$ cat config.mk
export PLATFORM = sky130hd
export DESIGN_NAME = cmd_sequencer
export DESIGN_NICKNAME = d
export VERILOG_FILES = /design/src/rtl/cmd_seq_pkg.sv /design/src/rtl/cmd_fifo.sv /design/src/rtl/cmd_sequencer.sv
export SDC_FILE = /design/constraint.sdc
export NUM_CORES = 1
export LEC_CHECK = 0
export BUFFER_PORTS_ARGS = -buffer_cell sky130_fd_sc_hd__buf_4
export CAP_MARGIN = 20
export CORE_AREA = 2 2 90 92
export DETAILED_ROUTE_END_ITERATION = 10
export DIE_AREA = 0 0 92 94
export HOLD_SLACK_MARGIN = 0.05
export PLACE_DENSITY = 0.7
export RECOVER_POWER = 100
export REMOVE_ABC_BUFFERS = 1
export SLEW_MARGIN = 10
export SYNTH_ARGS = -nofsm -noshare
export SYNTH_HDL_FRONTEND = slang
export SYNTH_SLANG_ARGS = --single-unit
export TNS_END_PERCENT = 10
$ cat constraint.sdc
create_clock -name clk -period 2.4 [get_ports clk]
set_clock_uncertainty 0.2 [all_clocks]
set_input_delay 0.12 -clock clk [delete_from_list [all_inputs] [get_ports clk]]
set_output_delay 0.12 -clock clk [all_outputs]
set_load 0.02 [all_outputs]
$ cat src/rtl/cmd_seq_pkg.sv
// cmd_sequencer shared types: FSM states, command opcodes and FIFO entry.
// Used by cmd_fifo and cmd_sequencer.
package cmd_seq_pkg;

  typedef enum logic [1:0] {
    IDLE,
    ISSUE,
    RUN,
    DRAIN
  } state_e;

  localparam logic [1:0] OP_NOP   = 2'd0;
  localparam logic [1:0] OP_ENUM  = 2'd1;
  localparam logic [1:0] OP_COUNT = 2'd2;
  localparam logic [1:0] OP_UPD   = 2'd3;

  typedef struct packed {
    logic [1:0] op;
    logic [7:0] data;
    logic [3:0] hold;
  } cmd_entry_t;

  function automatic logic is_nop(cmd_entry_t e);
    return e.op == OP_NOP;
  endfunction

endpackage

$ cat src/rtl/cmd_fifo.sv
// cmd_fifo: synchronous command FIFO, DEPTH entries (power of two).
// No same-cycle bypass; head is valid whenever the FIFO is not empty.
import cmd_seq_pkg::*;

module cmd_fifo #(
  parameter int DEPTH = 4,
  localparam int AW = $clog2(DEPTH),
  localparam int LW = $clog2(DEPTH + 1)
) (
  input  logic          clk,
  input  logic          rst,
  input  logic          push_i,
  input  cmd_entry_t    din_i,
  input  logic          pop_i,
  output cmd_entry_t    dout_o,
  output logic          full_o,
  output logic          empty_o,
  output logic [LW-1:0] level_o
);

  cmd_entry_t    mem_q [DEPTH];
  logic [AW-1:0] wptr_q, wptr_d;
  logic [AW-1:0] rptr_q, rptr_d;
  logic [LW-1:0] cnt_q, cnt_d;
  logic          do_push, do_pop;

  assign full_o  = cnt_q == LW'(DEPTH);
  assign empty_o = cnt_q == '0;
  assign level_o = cnt_q;
  assign dout_o  = mem_q[rptr_q];

  assign do_push = push_i && !full_o;
  assign do_pop  = pop_i && !empty_o;

  // Pointer and occupancy next-state.
  always_comb begin
    wptr_d = wptr_q;
    rptr_d = rptr_q;
    cnt_d  = cnt_q;
    if (do_push) wptr_d = wptr_q + AW'(1);
    if (do_pop)  rptr_d = rptr_q + AW'(1);
    unique case ({do_push, do_pop})
      2'b10:   cnt_d = cnt_q + LW'(1);
      2'b01:   cnt_d = cnt_q - LW'(1);
      default: cnt_d = cnt_q;
    endcase
  end

  // Pointer and occupancy registers; reset flushes the FIFO.
  always_ff @(posedge clk or posedge rst) begin
    if (rst) begin
      wptr_q <= '0;
      rptr_q <= '0;
      cnt_q  <= '0;
    end else begin
      wptr_q <= wptr_d;
      rptr_q <= rptr_d;
      cnt_q  <= cnt_d;
    end
  end

  // Storage array, written on accepted push only.
  always_ff @(posedge clk) begin
    if (do_push) mem_q[wptr_q] <= din_i;
  end

endmodule

$ cat src/rtl/cmd_sequencer.sv
// cmd_sequencer: issues buffered host commands to the mode controller.
// Optional acknowledge timeout: define CMD_SEQ_TIMEOUT_EN.
import cmd_seq_pkg::*;

module cmd_sequencer #(
  parameter int DEPTH   = 4,
  parameter int TIMEOUT = 8
) (
  input  logic                       clk,
  input  logic                       rst,
  input  logic                       cmd_valid,
  output logic                       cmd_ready,
  input  logic [1:0]                 cmd_op,
  input  logic [7:0]                 cmd_data,
  input  logic [3:0]                 cmd_hold,
  input  logic [1:0]                 regime,
  output logic [7:0]                 x,
  output logic [1:0]                 on,
  output logic                       start,
  output logic                       busy,
  output logic [$clog2(DEPTH+1)-1:0] level,
  output logic                       err
);

  state_e     state_q, state_d;
  logic [7:0] x_q, x_d;
  logic [1:0] on_q, on_d;
  logic       start_q, start_d;
  logic [3:0] timer_q, timer_d;
  logic [1:0] op_q, op_d;
  logic [3:0] hold_q, hold_d;
  logic       pop, full, empty;
  cmd_entry_t din, head;

`ifdef CMD_SEQ_TIMEOUT_EN
  localparam int TW = $clog2(TIMEOUT + 1);
  logic [TW-1:0] tcnt_q, tcnt_d;
  logic          err_q, err_d;
`endif

  assign din = '{op: cmd_op, data: cmd_data, hold: cmd_hold};

  cmd_fifo #(
    .DEPTH(DEPTH)
  ) u_fifo (
    .clk    (clk),
    .rst    (rst),
    .push_i (cmd_valid),
    .din_i  (din),
    .pop_i  (pop),
    .dout_o (head),
    .full_o (full),
    .empty_o(empty),
    .level_o(level)
  );

  assign cmd_ready = !full;
  assign busy      = state_q != IDLE;
  assign x         = x_q;
  assign on        = on_q;
  assign start     = start_q;

`ifdef CMD_SEQ_TIMEOUT_EN
  assign err = err_q;
`else
  assign err = 1'b0;
`endif

  // Next-state, pop decision and output register updates.
  always_comb begin
    state_d = state_q;
    x_d     = x_q;
    on_d    = on_q;
    start_d = start_q;
    timer_d = timer_q;
    op_d    = op_q;
    hold_d  = hold_q;
    pop     = 1'b0;
`ifdef CMD_SEQ_TIMEOUT_EN
    tcnt_d  = tcnt_q;
    err_d   = 1'b0;
`endif
    unique case (state_q)
      IDLE: begin
        if (!empty && regime == 2'd0) begin
          pop = 1'b1;
          if (!is_nop(head)) begin
            on_d    = head.op;
            x_d     = head.data;
            op_d    = head.op;
            hold_d  = head.hold;
            state_d = ISSUE;
`ifdef CMD_SEQ_TIMEOUT_EN
            tcnt_d  = '0;
`endif
          end
        end
      end
      ISSUE: begin
        if (regime == op_q) begin
          on_d = 2'd0;
          if (hold_q == 4'd0) begin
            start_d = 1'b0;
            state_d = DRAIN;
          end else begin
            start_d = 1'b1;
            timer_d = hold_q - 4'd1;
            state_d = RUN;
          end
        end
`ifdef CMD_SEQ_TIMEOUT_EN
        else if (tcnt_q == TW'(TIMEOUT - 1)) begin
          on_d    = 2'd0;
          err_d   = 1'b1;
          state_d = IDLE;
        end else begin
          tcnt_d = tcnt_q + TW'(1);
        end
`endif
      end
      RUN: begin
        if (timer_q == 4'd0) begin
          start_d = 1'b0;
          state_d = DRAIN;
        end else begin
          timer_d = timer_q - 4'd1;
        end
      end
      DRAIN: begin
        if (regime == 2'd0) state_d = IDLE;
      end
      default: state_d = IDLE;
    endcase
  end

  // State register.
  always_ff @(posedge clk or posedge rst) begin
    if (rst) state_q <= IDLE;
    else     state_q <= state_d;
  end

  // Output, timer and latched-command registers.
  always_ff @(posedge clk or posedge rst) begin
    if (rst) begin
      x_q     <= '0;
      on_q    <= '0;
      start_q <= 1'b0;
      timer_q <= '0;
      op_q    <= '0;
      hold_q  <= '0;
`ifdef CMD_SEQ_TIMEOUT_EN
      tcnt_q  <= '0;
      err_q   <= 1'b0;
`endif
    end else begin
      x_q     <= x_d;
      on_q    <= on_d;
      start_q <= start_d;
      timer_q <= timer_d;
      op_q    <= op_d;
      hold_q  <= hold_d;
`ifdef CMD_SEQ_TIMEOUT_EN
      tcnt_q  <= tcnt_d;
      err_q   <= err_d;
`endif
    end
  end

endmodule
==> results.json, run 1 <==
{
  "outcome": "finished, final reports clean",
  "p_seq_share_pct": 44.3,
  "regArea_um2": 2430,
  "r2r_start": "u_fifo.rptr_q[0]$_DFFE_PP0P_",
  "min_path_type": "input pin to register",
  "switchingPower_w": 0.00181,
  "end_kind": "register",
  "met3_length_um": 202,
  "yosysSeqAreaShare_pct": 65.3,
  "synth-edff-count": 56,
  "antenna_found_initial": 0,
  "synth-seq-cells": 86,
  "wl_um": 6230,
  "finish.instance_area_um2": 4420,
  "final-setup-viol-count": 0,
  "p_int_w": 0.00340,
  "synth_compound_area_share_pct": 5.17,
  "drc_errors": 0,
  "clock_latency_ns": 0.35,
  "path_class": "register to register",
  "synth.distinct_cells": 46,
  "placed_cell_area_um2": 4140,
  "dr.first_iter.drc_count": 132,
  "synth_common_cells": "edfxtp_1 (56), dfrtp_1 (30), inv_1 (17)",
  "dp.cells": 363,
  "critPathMaxFanout": 12,
  "tritoncts": "done",
  "rsz0062_at_grt": "false",
  "synth_top_family_by_area": "multiplexers",
  "grt_pass1_vias": 2100,
  "gp_congestion": 0.784,
  "synth-xor-area-share_pct": 2.12,
  "critical-path-max-stage-delay_ns": 0.66,
  "grt_max_degree": 31,
  "synthAdderAreaFrac_pct": 4.23,
  "highest_layer": "met4",
  "drive_above_1_share_pct": 24.9,
  "yosysTopAreaCell": "edfxtp_1",
  "finalHoldViolCount": 0,
  "nets": 323,
  "dp_slack_ns": 0.136,
  "vias": 2017,
  "crit_family": "multiplexers",
  "post-route-period-util_pct": 93.8,
  "die_w_um": 92,
  "finalCriticalPeriod_ns": 2.25,
  "wire_per_inst_um": 15.6,
  "via_per_inst": 5.06,
  "r2r_end": "x[4]$_DFFE_PP0P_",
  "cellPowerDensity_nw_per_um2": 1180,
  "synth.yosys.warnings": 0,
  "diodes": 0,
  "yosysTopAreaCellShare_pct": 45.1,
  "critPathSlowestCell": "mux4_1",
  "first_pass_iters": 4,
  "multiInputGateArea_um2": 1180,
  "hold-path-cell-count": 5,
  "stdcell_count": 399,
  "syn-mean-instance-area_um2": 16.6,
  "worst-r2r-setup-slack_ns": 0.15,
  "rr_worst_depth": 4,
  "synthMuxAreaShare_pct": 15.2,
  "start_util_pct": 49.0,
  "p_clk_share_pct": 17.3,
  "switching_share_pct": 34.8,
  "synth_area_leaders": "edfxtp_1 (45%), dfrtp_1 (20%), mux4_2 (7.9%)",
  "synthArstFlopShare_pct": 34.9,
  "critPathBufInv": 1,
  "die_h_um": 94,
  "cts_made_buffers": 9,
  "portBuffers": 34,
  "p_comb_share_pct": 38.5,
  "yosysMostFrequentCell": "edfxtp_1",
  "post-dp-hpwl_um": 4050,
  "core_um2": 7610,
  "hp-start": "regime[1]",
  "synthesis.area_um2": 3730,
  "worst_slack_ns": 0.148,
  "max_freq_ghz": 0.444,
  "p_leak_nw": 1.72,
  "cts.reportedPaths.clkPinSlew_ns": 0.09,
  "drt-met1-wl_um": 2840,
  "overflow": 0,
  "max-vdd-ir-drop_mv": 0.594,
  "finalMaxSlewViolations": 0,
  "root_buffer": "clkbuf_8",
  "crit_arrival_ns": 2.29,
  "dieArea_um2": 8650,
  "clock_sinks": 86,
  "slew_headroom_pct": 45.9,
  "grt_first_pass_wirelength_um": 10300,
  "io_pins": 36,
  "critPathRequiredTime_ns": 2.44,
  "maxCapViolations": 0,
  "grt_usage_pct": 16.0,
  "wl_met2_um": 3130,
  "num-fill-cells": 629,
  "syn_inst": 224,
  "worst_pin_slew_ns": 0.811,
  "hold_end": "u_fifo.rptr_q[1]$_DFFE_PP0P_",
  "area_growth_pct": 18.6,
  "drtAntennaViolNets": 0,
  "row_count": 32,
  "start_kind": "register",
  "synthFlopType": "edfxtp_1",
  "clockBufferDepth": 2,
  "path_cells": "mux4_1, o2111ai_4, buf_12, mux2_2",
  "yosys.area_share.simple_pct": 4.57,
  "cts.htree.levels": 3
}
==> cell usage in the layout, fill, tap and decap left out, drive strengths merged, types with 3 or more instances in the layout <==
master,count
dfrtp,30
nor2,6
xnor2,3
nor2b,3
clkbuf,40
dlygate4sd3,17
mux4,14
o21ai,8
mux2,14
nand2,6
inv,19
and3,5
mux2i,6
xor2,6
ha,11
o22ai,3
a21oi,4
buf,18
edfxtp,56
==> power groups by stage <==
stage | registers, W | clock network, W | logic (W)
after floorplan | 0.00248 | 0 | 0.00125
after global placement | 0.00233 | 0 | 0.00201
after detailed placement | 0.00235 | 0 | 0.00204
after CTS | 0.00232 | 0.000933 | 0.00207
after global routing | 0.00236 | 0.000993 | 0.00222
final | 0.00231 | 0.000900 | 0.00200
==> layer usage <==
| metal | vias up | global-route usage, % |
|---|---|---|
| met5 | - | 0 |
| met4 | 0 | 5.22 |
| met3 | 6 | 5.06 |
| met2 | 29 | 26.6 |
| met1 | 1002 | 20.0 |
| li1 | 980 | - |
==> worst register-to-register path, cell delays in order (launching register included) <==
cell and delay [ns]:
dfrtp_1 0.48, mux4_1 0.66, o2111ai_4 0.26, buf_12 0.19, mux2_2 0.34
==> flip-flops by register name, summed over array words and instances, names as in the netlist, 3 cells and up <==
name	count
u_fifo.level_o	3
x	8
timer_q	4
hold_q	4
u_fifo.mem_q	56
==> cell type report <==
| class | instances | share of cell area [%] |
|---|---|---|
| clock inverters | 6 | 1.05 |
| multi-input cells | 113 | 26.7 |
| well taps | 102 | 2.89 |
| clock buffers | 10 | 2.89 |
| inverters | 17 | 1.44 |
| repair buffers | 65 | 10.0 |
| flip-flops and latches | 86 | 55.0 |
==> logic make-up (layout without fill, tap and decap cells) <==
group | after synthesis | after routing
DFF | 86 | 86
muxes | 34 | 34
and+or+nand+nor | 32 | 32
AOI/OAI and AO/OA | 25 | 25
buffers and inverters | 25 | 98
adders and majority gates | 12 | 12
xor gates and xnor gates | 9 | 9
other | 1 | 1
==> through the flow <==
| step | TNS (ns) | hold WS (ns) | utilization, % | power [W] |
|---|---|---|---|---|
| after floorplan | -6.30 | 0.0108 | - | 0.00373 |
| after global placement | 0 | 0.0387 | 54.5 | 0.00434 |
| after detailed placement | 0 | 0.0406 | 54.5 | 0.00440 |
| after CTS | 0 | 0.0582 | 59.0 | 0.00532 |
| after global routing | 0 | 0.0948 | 58.1 | 0.00557 |
| final | 0 | 0.0771 | 58.1 | 0.00521 |
==> worst max-delay path by stage <==
stage                                  start                             to  slack (ns)  cells after the start
5_1_grt               state_q[0]$_DFFE_PP0P_  u_fifo.level_o[2]$_DFFE_PP0P_       0.003                      9
4_1_cts               state_q[0]$_DFFE_PP0P_  u_fifo.level_o[2]$_DFFE_PP0P_        0.11                      9
6_report        u_fifo.rptr_q[0]$_DFFE_PP0P_               x[4]$_DFFE_PP0P_        0.15                      4
3_3_place_gp   u_fifo.level_o[2]$_DFFE_PP0P_  u_fifo.level_o[2]$_DFFE_PP0P_        0.17                      8
3_5_place_dp   u_fifo.level_o[2]$_DFFE_PP0P_  u_fifo.level_o[1]$_DFFE_PP0P_        0.14                      6
2_1_floorplan   u_fifo.rptr_q[0]$_DFFE_PP0P_               x[4]$_DFFE_PP0P_       -0.43                      3
==> repair_timing <==
item,4_1_cts,5_1_grt
setup endpoints to repair,0,1
hold buffers,17,0
endpoints found under the hold margin,89,0
setup buffers,0,3
gates resized for setup,0,7
Power figures use the tool's default switching activity.
==> inputs of run 2 (changes only) <==
CORE_AREA = 2 2 86 88   (was 2 2 90 92)
DIE_AREA = 0 0 88 90   (was 0 0 92 94)
PLACE_DENSITY = 0.75   (was 0.7)
==> run 2 against run 1 <==
  * Clock power increased by 13%
  * Total power increased by 0.22%
  * Routed wire length increased by 1.8%
  * Hold slack got worse by 0.0096 ns
  * Critical path type unchanged
==> results.json, run 2 (same netlist as run 1, synthesis figures left out) <==
{
  "outcome": "finished, final reports clean",
  "largest_reg_flops": 56,
  "drtAntennaViolNets": 0,
  "dp_slack_ns": 0.111,
  "switching_share_pct": 34.9,
  "first_pass_iters": 5,
  "die_w_um": 88,
  "start_util_pct": 53.1,
  "max_freq_ghz": 0.438,
  "p_comb_share_pct": 36.5,
  "drc_errors": 0,
  "p_int_w": 0.00340,
  "max-vdd-ir-drop_mv": 0.633,
  "switchingPower_w": 0.00182,
  "finalHoldViolCount": 0,
  "final_common_cell": "edfxtp_1",
  "final-setup-viol-count": 0,
  "dieArea_um2": 7920,
  "path_class": "register to register",
  "wl_um": 6340,
  "finish.instance_area_um2": 4340,
  "via_per_inst": 5.29,
  "io_pins": 36,
  "grt_usage_pct": 17.8,
  "rsz0062_at_grt": "false",
  "critPathRequiredTime_ns": 2.43,
  "root_buffer": "clkbuf_8",
  "cts_made_buffers": 9,
  "dr.first_iter.drc_count": 64,
  "worst_pin_slew_ns": 0.998,
  "grt_pass1_vias": 2126,
  "drive_above_1_share_pct": 19.5,
  "post-route-period-util_pct": 95.1,
  "worst_slack_ns": 0.117,
  "area_growth_pct": 16.4,
  "crit_arrival_ns": 2.31,
  "critPathMaxFanout": 17,
  "layout_common_cells": "edfxtp_1 (56), clkbuf_1 (33), dfrtp_1 (30), dlygate4sd3_1 (16), inv_1 (15)",
  "r2r_start": "u_fifo.rptr_q[0]$_DFFE_PP0P_",
  "p_seq_share_pct": 44.0,
  "nets": 318,
  "placed_cell_area_um2": 4130,
  "overflow": 0,
  "min_path_type": "input pin to register",
  "critPathBufInv": 1,
  "crit_family": "multiplexers",
  "clock_sinks": 86,
  "wire_per_inst_um": 16.2,
  "largest-register": "u_fifo.mem_q",
  "critPathSlowestCell": "mux4_1",
  "slew_headroom_pct": 33.5,
  "die_h_um": 90,
  "hp-start": "regime[0]",
  "tritoncts": "done",
  "row_count": 31,
  "portBuffers": 34,
  "core_um2": 7020,
  "finalCriticalPeriod_ns": 2.28,
  "critical-path-max-stage-delay_ns": 0.62,
  "timing.hold.ws_ns": 0.0675,
  "end_kind": "register",
  "power.total_w": 0.00522,
  "post-dp-hpwl_um": 4040,
  "p_clk_share_pct": 19.5,
  "clockBufferDepth": 2,
  "cts.reportedPaths.clkPinSlew_ns": 0.09,
  "cellPowerDensity_nw_per_um2": 1200,
  "grt_first_pass_wirelength_um": 10500,
  "clock_latency_ns": 0.34,
  "start_kind": "register",
  "antenna_found_initial": 0,
  "gp_congestion": 0.764,
  "vias": 2069,
  "finalMaxSlewViolations": 0,
  "grt_max_degree": 31,
  "cts.htree.levels": 3,
  "diodes": 0,
  "cp-startpoint": "u_fifo.rptr_q[0]$_DFFE_PP0P_",
  "path_cells": "mux4_1, o2111ai_1, buf_12, mux2_1",
  "p_leak_nw": 1.66,
  "maxCapViolations": 0,
  "utilization_pct": 61.8
}
[run 2: final cells by class]
type,instances,area [um^2]
Clock buffer,9,124
Sequential cell,86,2430
Inverter,17,63.8
Fill cell,537,2680
Clock inverter,7,77.6
Tap cell,99,124
Multi-Input combinational cell,113,1140
Timing Repair Buffer,60,377
[run 2: path summary, 6_finish.rpt]
| check | end | slack [ns] | depth (start not counted) |
|---|---|---|---|
| worst max-delay path | x[1]$_DFFE_PP0P_ | 0.12 | 4 |
| worst min-delay path | state_q[0]$_DFFE_PP0P_ | 0.07 | 5 |
| worst max register to register | x[1]$_DFFE_PP0P_ | 0.12 | 4 |
| worst min register to register | op_q[1]$_DFFE_PP0P_ | 0.31 | 1 |
| max in group asynchronous | u_fifo.wptr_q[1]$_DFFE_PP0P_ | 1.12 | 4 |
| min in group asynchronous | x[4]$_DFFE_PP0P_ | 0.36 | 4 |
[run 2: power groups by stage]
stage / Clock (W) / Combinational (W) / Sequential, W
6_report: 0.00102 / 0.00191 / 0.00230
5_1_grt: 0.00110 / 0.00210 / 0.00236
4_1_cts: 0.00104 / 0.00212 / 0.00229
3_5_place_dp: 0 / 0.00209 / 0.00232
3_3_place_gp: 0 / 0.00204 / 0.00230
2_1_floorplan: 0 / 0.00125 / 0.00248
[run 2: routing by layer]
layer	share of wire (%)	up-vias	track usage [%]	routed length (um)
li1	-	965	-	-
met4	0.91	0	5.26	58
met5	0	-	0	0
met1	45	1062	23.6	2880
met2	50	37	28.9	3190
met3	3.4	5	4.78	215
[run 2: worst min-delay path, delay by kind of cell]
kind | cells | cell delay [ns]
simple gates | 1 | 0.12
buf+inv | 1 | 0.10
compound gates | 3 | 0.25
[run 2: repair_timing]
item	CTS	global route
setup buffers	0	0
hold buffers	16	0
endpoints found under the setup margin	0	2
gates resized for setup	0	6
hold endpoints to repair	88	0
[run 2: per-stage QoR]
| step | setup TNS [ns] | std cells |
|---|---|---|
| detailed placement | 0 | 359 |
| global placement | 0 | 359 |
| global route | 0 | 391 |
| floorplan | -6.30 | 216 |
| CTS | 0 | 391 |
| finish | 0 | 391 |
